**config.mk**
```make
export PLATFORM = sky130hd
export DESIGN_NAME = encode_n_rr
export DESIGN_NICKNAME = d
export VERILOG_FILES = /design/src/rtl/enc_pkg.sv /design/src/rtl/prio_pick.sv /design/src/rtl/encode_n_rr.sv
export SDC_FILE = /design/constraint.sdc
export NUM_CORES = 1
export LEC_CHECK = 0
export ABC_AREA = 1
export BUFFER_PORTS_ARGS = -buffer_cell sky130_fd_sc_hd__buf_2
export CAP_MARGIN = 20
export CORE_ASPECT_RATIO = 1.75
export CORE_UTILIZATION = 51
export DETAILED_ROUTE_END_ITERATION = 6
export GPL_TIMING_DRIVEN = 0
export PLACE_DENSITY = 0.72
export SYNTH_ARGS = -nofsm -noshare
export SYNTH_HDL_FRONTEND = slang
export SYNTH_SLANG_ARGS = --single-unit
```
**constraint.sdc**
```tcl
create_clock -name clk -period 4.5 [get_ports clk]
set_clock_uncertainty 0.2 [all_clocks]
set_input_delay 0.9 -clock clk [delete_from_list [all_inputs] [get_ports clk]]
set_output_delay 0.9 -clock clk [all_outputs]
set_load 0.03 [all_outputs]
```
**src/rtl/enc_pkg.sv**
```systemverilog
// Shared constants and helpers for the request encoder family.
package enc_pkg;

   localparam int MODE_FIXED = 0;
   localparam int MODE_RR    = 1;

   // True when more than one bit of v is set (clearing the lowest set bit leaves something).
   function automatic logic multi_hot(input logic [63:0] v);
      return (v & (v - 64'd1)) != 64'd0;
   endfunction

endpackage

```
**src/rtl/prio_pick.sv**
```systemverilog
// Combinational circular priority search: first set bit of req at or after start, wrapping at N-1.
module prio_pick #(
   parameter  int N = 8,
   localparam int W = $clog2(N)
) (
   input  logic [N-1:0] req,
   input  logic [W-1:0] start,
   output logic [W-1:0] idx,
   output logic [N-1:0] grant,
   output logic         any
);

   logic [2*N-1:0] dbl;
   logic [N-1:0]   rot;
   logic [W:0]     off;
   logic [W:0]     sum;

   // Rotate req so start sits at bit 0, find the lowest set bit, then map the offset back modulo N.
   always_comb begin
      dbl   = {req, req};
      rot   = dbl[start +: N];
      any   = 1'b0;
      off   = '0;
      for (int unsigned i = N; i > 0; i--) begin
         if (rot[i-1]) begin
            any = 1'b1;
            off = (W+1)'(i-1);
         end
      end
      sum = {1'b0, start} + off;
      if (sum >= (W+1)'(N)) begin
         sum = sum - (W+1)'(N);
      end
      idx   = sum[W-1:0];
      grant = any ? (N'(1) << idx) : '0;
   end

endmodule

```
**src/rtl/encode_n_rr.sv**
```systemverilog
// Registered N-to-log2(N) request encoder with fixed or round-robin priority and valid/ready output.
module encode_n_rr
   import enc_pkg::*;
#(
   parameter  int N    = 8,
   parameter  int MODE = 1,
   localparam int W    = $clog2(N)
) (
   input  logic         clk,
   input  logic         rst_n,
   input  logic [N-1:0] req,
   input  logic         out_ready,
   output logic         out_valid,
   output logic [W-1:0] out_idx,
   output logic [N-1:0] out_grant,
   output logic         out_multi,
   output logic [7:0]   busy_cnt
);

   logic [W-1:0] start;
   logic [W-1:0] sel_idx;
   logic [N-1:0] sel_grant;
   logic         sel_any;
   logic         take;
   logic         load;

   // Result slot is free when empty or being accepted this cycle.
   assign take = !out_valid || out_ready;
   assign load = take && sel_any;

   generate
      if (MODE == MODE_RR) begin : g_rr
         logic [W-1:0] ptr;

         assign start = (ptr == W'(N-1)) ? '0 : ptr + 1'b1;

         // Remember the last granted index; reset to N-1 so the first search begins at 0.
         always_ff @(posedge clk or negedge rst_n) begin
            if (!rst_n) begin
               ptr <= W'(N-1);
            end else if (load) begin
               ptr <= sel_idx;
            end
         end
      end else begin : g_fixed
         assign start = '0;
      end
   endgenerate

   prio_pick #(.N(N)) u_pick (
      .req   (req),
      .start (start),
      .idx   (sel_idx),
      .grant (sel_grant),
      .any   (sel_any)
   );

   // Result registers: load a new selection when the slot frees, drop valid when nothing is requested.
   always_ff @(posedge clk or negedge rst_n) begin
      if (!rst_n) begin
         out_valid <= 1'b0;
         out_idx   <= '0;
         out_grant <= '0;
         out_multi <= 1'b0;
      end else if (take) begin
         if (sel_any) begin
            out_valid <= 1'b1;
            out_idx   <= sel_idx;
            out_grant <= sel_grant;
            out_multi <= multi_hot(64'(req));
         end else begin
            out_valid <= 1'b0;
         end
      end
   end

   // Saturating stall counter; any cycle that is not a stall clears it.
   always_ff @(posedge clk or negedge rst_n) begin
      if (!rst_n) begin
         busy_cnt <= '0;
      end else if (out_valid && !out_ready) begin
         if (busy_cnt != 8'hFF) begin
            busy_cnt <= busy_cnt + 8'd1;
         end
      end else begin
         busy_cnt <= '0;
      end
   end

endmodule
```
After elaboration in Yosys (flattened, before gate mapping)
Cells that the tools add are included.

cells by class
  $add $sub $neg = 5
  shifts and indexed selects = 2
  bitwise operators = 1
  equal/unequal tests = 3
  reduce and logical (&&, ||, !) cells = 7
  multiplexer cells = 21
  order comparisons = 1

operators by type and width
  kind                                                   number
  AND 8 x 64 -> 64 bit                                   1
  nonzero test 64 bit                                    1
  two-way mux 3 bit                                      10
  two-way mux 8 bit                                      2
  indexed part select 16 x 4 -> 8 bit                    1
  two-way mux 1 bit                                      9
  subtractor 8 x 1 -> 9 bit, second input constant       1
  adder 8 x 1 -> 8 bit, second input constant            1
  inequality test 8 bit, second input constant           1
  << shifter 1 x 3 -> 8 bit, first input constant        1
  adder 3 x 3 -> 4 bit                                   1
  >= comparator 4 bit, second input constant             1
  adder 3 x 1 -> 3 bit, second input constant            1
  == test 3 bit, second input constant                   1
  subtractor 3 x 1 -> 3 bit, second input constant       1
  logical AND 1 bit                                      2
  logical NOT 1 bit                                      2
  inequality test 2 x 1 -> 1 bit, second input constant  1
  AND reduction 2 bit                                    1
  logical OR 1 bit                                       1

word-level totals
  output and inout bits = 21
  input bits = 11
  word-level logic and storage cells = 46
  register bits after elaboration = 24

Longest topological paths before layout
  depth after elaboration = 15
  mapped depth = 25
  mapped depth without buffers = 24

By module
From an unflattened synthesis, not the netlist that was laid out.

unflattened totals
  cells, all modules = 263
  area, all modules = 1,896.8 µm²

by module, submodules not included
  module       area an instance (µm²)  cells an instance  times used  sequential area each (µm²)
  encode_n_rr  1,168.6                 139                1           604.3
  prio_pick    728.2                   124                1           0.0

Worst setup path after synthesis
No wires, ideal clock.

  path type = reg2reg
  from = register g_rr.ptr[0]
  to = register out_grant[5]
  data required time = 4.235 ns
  path buffers = 1
  library setup time = 0.065 ns
  stages on the path, launching flop included = 25
  clock period less this slack = 3.268 ns
  setup slack = 1.232 ns
  data arrival time = 3.003 ns
  cells stage by stage = dfstp_2 -> ha_1 -> ha_1 -> inv_1 -> nand2_2 -> buf_6 -> nand2_1 -> nand3_1 -> nand3_1 -> nand2_1 -> nand2_1 -> nand2_1 -> nand2_1 -> nand2_1 -> nand2_1 -> nand2_2 -> nand3_4 -> fa_1 -> xor2_1 -> inv_1 -> nand3_4 -> nand2_2 -> nor2_4 -> nand4_1 -> nand2_1

on the way
  cells in the longest elaborated chain, start to end = 15
  elaborated cells between the ends (all ways) = 26
  classes of those cells = 3 x add/sub; 1 x order compare; 1 x eq/ne; 2 x shift; 18 x mux; 1 x reduce/logical

ends and longest elaborated chain
  item                                                                     RTL line                          RTL
  start, declared                                                          encode_n_rr.sv:33                 logic [W-1:0] ptr;
  start signal, assigned                                                   encode_n_rr.sv:40                 ptr <= W'(N-1);
  start signal, assigned                                                   encode_n_rr.sv:42                 ptr <= sel_idx;
  adder 3 x 1 -> 3 bit / == test 3 bit (equally long branches)             encode_n_rr.sv:35                 assign start = (ptr == W'(N-1)) ? '0 : ptr + 1'b1;
  two-way mux 3 bit *                                                      encode_n_rr.sv:35
  indexed part select 16 x 4 -> 8 bit                                      prio_pick.sv:21                   rot = dbl[start +: N];
  two-way mux 3 bit (8 in a row)                                           prio_pick.sv:25                   if (rot[i-1]) begin
  adder 3 x 3 -> 4 bit                                                     prio_pick.sv:30                   sum = {1'b0, start} + off;
  >= comparator 4 bit / subtractor 3 x 1 -> 3 bit (equally long branches)  prio_pick.sv:31, prio_pick.sv:32
  two-way mux 3 bit                                                        prio_pick.sv:31                   if (sum >= (W+1)'(N)) begin
  << shifter 1 x 3 -> 8 bit                                                prio_pick.sv:35                   grant = any ? (N'(1) << idx) : '0;
  end signal, assigned                                                     encode_n_rr.sv:69                 out_grant <= sel_grant;
  end, declared                                                            encode_n_rr.sv:15                 output logic [N-1:0] out_grant,

Mark *: on every way between the ends. The rest lies on a longest branch, timed or not.
A chain may end at the register's enable or synchronous reset.

Worst setup path after layout
Same ends and word-level chain as after synthesis.

==> metrics.md <==
| Metric | Value |
|---|---|
| Outcome | `finished, final reports clean` |
| Post-Syn Area | `around 1700 sq um` |
| Setup Total Neg Slack | `0 ns` |
| Die Width | `about 46 um` |
| Largest net degree at the start of global routing | `25` |
| CP peak stage delay | `0.57 ns` |
| Global-route usage over all layers | `about a quarter` |
| Buffers on Ports | `31` |
| Min Tclk post-route | `3.58 ns` |
| CTS tree | `yes` |
| Grt ovf | `0` |
| Final Max Slew Viols | `0` |
| CTS sink cnt | `24` |
| Initial antenna violation count | `0` |
| Synth Net Count | `258` |
| Ant diodes | `0` |
| Biggest area consumer among synthesized cells | `dfrtp_1` |
| Initial DRC count | `29` |
| Longest Clk Path Bufs | `2` |
| Num CTS Buffers | `3` |
| CTS Hold Bufs | `0` |
| Startpoint Class | `flop` |
| Root Buffer Master | `clkbuf_8` |
| Gate count of the mapped netlist | `243` |
| FF+latch count, synth | `24` |
| Residual DRC | `0` |
| Nets | `294` |
| Worst-path maximum fanout | `10` |
| Area grow syn2layout | `15.1%` |
| Final setup violation count | `0` |
| R2R setup slack | `0.92 ns` |
| Worst EP required | `approximately 4.5 ns` |
| Top cells by area, synth | `dfrtp_1, nand2_1, nand3_1, inv_1, dfstp_2` |
| Slew margin rel. | `about two thirds` |
| Vias in the first global route | `between 1.5k and 2k` |
| H-tree levels | `1` |
| Hold Path Class | `reg2reg` |
| Worst-Skew Late Latency | `0.26 ns` |
| Final Hold Vio Count | `0` |
| Number of detailed-route iterations in the first pass | `4` |
| Die ar. | `3670 sq um` |
| Critical Path, Cell by Cell | `ha_1 -> ha_1 -> inv_1 -> nand2_2 -> buf_6 -> nand2_1 -> nand3_1 -> nand3_1 -> nand2_1 -> nand2_1 -> nand2_1 -> nand2_1 -> nand2_1 -> nand2_1 -> nand2_2 -> nand3_4 -> fa_1 -> xor2_1 -> inv_1 -> nand3_4 -> nand2_2 -> nor2_4 -> nand4_1 -> nand2_1` |
| Post-route ant nets | `0` |
| Crit Path Category | `reg2reg` |
| Buf+Inv Stages, Crit Path | `3` |
| Worst slew pin tran | `between 0.5 and 0.6 ns` |
| Cell variety after synth | `34` |
| Ports | `32` |
| Reg area | `604 sq um` |
| First-pass GRT wire length | `about 6400 um` |
| Syn_area_per_cell | `7.19 sq um` |
| Critical path endpoint category | `flop` |
| Most used cell, CP | `nand2_1` |
| Commonest non-fill, non-tap cell in the layout | `nand2_1` |
| # fillers | `322` |
| Warnings from Yosys | `0` |
| Detail Placement HPWL | `3020 um` |
| Reg clk slew, reported paths | `about 0.080 ns` |
| Arrival time worst endpoint | `around 3.6 ns` |
| Die height | `79.4 um` |
| Fraction of layout cells with a size suffix above 1 | `25.2%` |
| Fmax | `280 MHz` |
| Commonest cells after routing, fill and taps aside | `nand2_1, buf_2, inv_1, nand3_1, dfrtp_1` |
| Max-cap violations | `0` |
| Initial Util | `around 54%` |
| Placer Congestion | `0.809` |
| WL final | `3760 um` |
| Vias | `about 1.6k` |
| Core ar. | `about 3200 sq um` |
| Site row count | `27` |
| Per-cell routed wire length | `about 12 um` |
| Footprint of the multi-input gates | `978 sq um` |
| Crit-path slowest cell | `dfstp_2` |
| Final period util | `79.4%` |
| CP top delay family | `simple AND/OR/NAND/NOR gates` |
| Post-cts sizing count | `0` |
| DR vias/cell | `5.09` |
| Sequential share of the synthesized area | `between 30% and 40%` |
| RSZ-0062 raised after global routing | `no` |
| Yosys top cell area share | `30.1%` |
| Post-CTS Setup Inserts | `0` |
sequential cells by signal, summed over array words and instances, names as in the netlist:
name / flops
busy_cnt: 8
g_rr.ptr: 3
out_valid: 1
out_grant: 8
out_idx: 3
out_multi: 1
worst reg2reg max path: cells and delay by family (launching register included):
kind,cells,cell delay (ns)
XOR/XNOR,1,0.27
adder cells (fa/ha/maj),3,0.73
buffers and inverters,3,0.32
flip-flops,1,0.57
AND/OR/NAND/NOR,17,1.44
worst paths after layout:
path / from / end / cells after the start
worst max-delay path: g_rr.ptr[0] / out_grant[5] / 24
worst min-delay path: g_rr.ptr[1] / g_rr.ptr[1] / 2
worst max register to register: g_rr.ptr[0] / out_grant[5] / 24
worst min register to register: g_rr.ptr[1] / g_rr.ptr[1] / 2
max in group asynchronous: rst_n / g_rr.ptr[2] / 1
min in group asynchronous: rst_n / busy_cnt[2] / 1
final cells by class:
cell class | instances | share of cell area (%)
multi-input cells | 182 | 48.7
flip-flops and latches | 24 | 30.1
repair buffers | 31 | 7.72
inverters | 32 | 5.97
clock buffers | 4 | 2.74
well taps | 43 | 2.68
plain buffers | 5 | 2.18
cells by family (layout without fill, tap and decap cells):
kind of cell / after synthesis / in the layout / synth area share, %
XOR/XNOR: 1 / 1 / 0.502
AO/OA/AOI/OAI: 21 / 21 / 8.95
flip-flops: 24 / 24 / 34.6
AND/OR/NAND/NOR: 155 / 155 / 42.7
adder cells (fa/ha/maj): 5 / 5 / 3.87
buffers and inverters: 37 / 72 / 9.38
metal layers:
layer | GRT usage [%] | share of wire [%] | vias to the layer above
met5 | 0 | 0 | -
met1 | 27.6 | 41 | 755
met2 | 43.2 | 56 | 25
met3 | 1.58 | 1.6 | 8
li1 | - | - | 846
met4 | 8.82 | 2.1 | 0
Yosys cell counts, drive strengths merged:
library cell	n
a41oi	1
maj3	1
xor2	1
clkinv	1
a22oi	1
dfrtp	21
nor3	5
dfstp	3
fa	1
inv	31
nor2	18
o21ai	7
nand3	31
a31oi	1
o221ai	1
ha	3
nand2	97
buf	5
o21bai	1
a21oi	6
a211oi	2
o31ai	1
nand4	4
through the flow:
stage / instance area, sq um / setup WS [ns] / utilization [%] / hold slack, ns / instances
floorplan: 1750 / 1.23 / - / 0.248 / 243
global placement: 1960 / 0.936 / 60.9 / 0.256 / 317
detailed placement: 1960 / 0.911 / 60.9 / 0.260 / 317
CTS: 2010 / 0.894 / 62.7 / 0.272 / 321
global route: 2010 / 0.580 / 62.7 / 0.297 / 321
finish: 2010 / 0.925 / 62.7 / 0.274 / 321
Power is not shown: default switching activity piles up to over one toggle a cycle in this logic, so the estimate is an artifact.
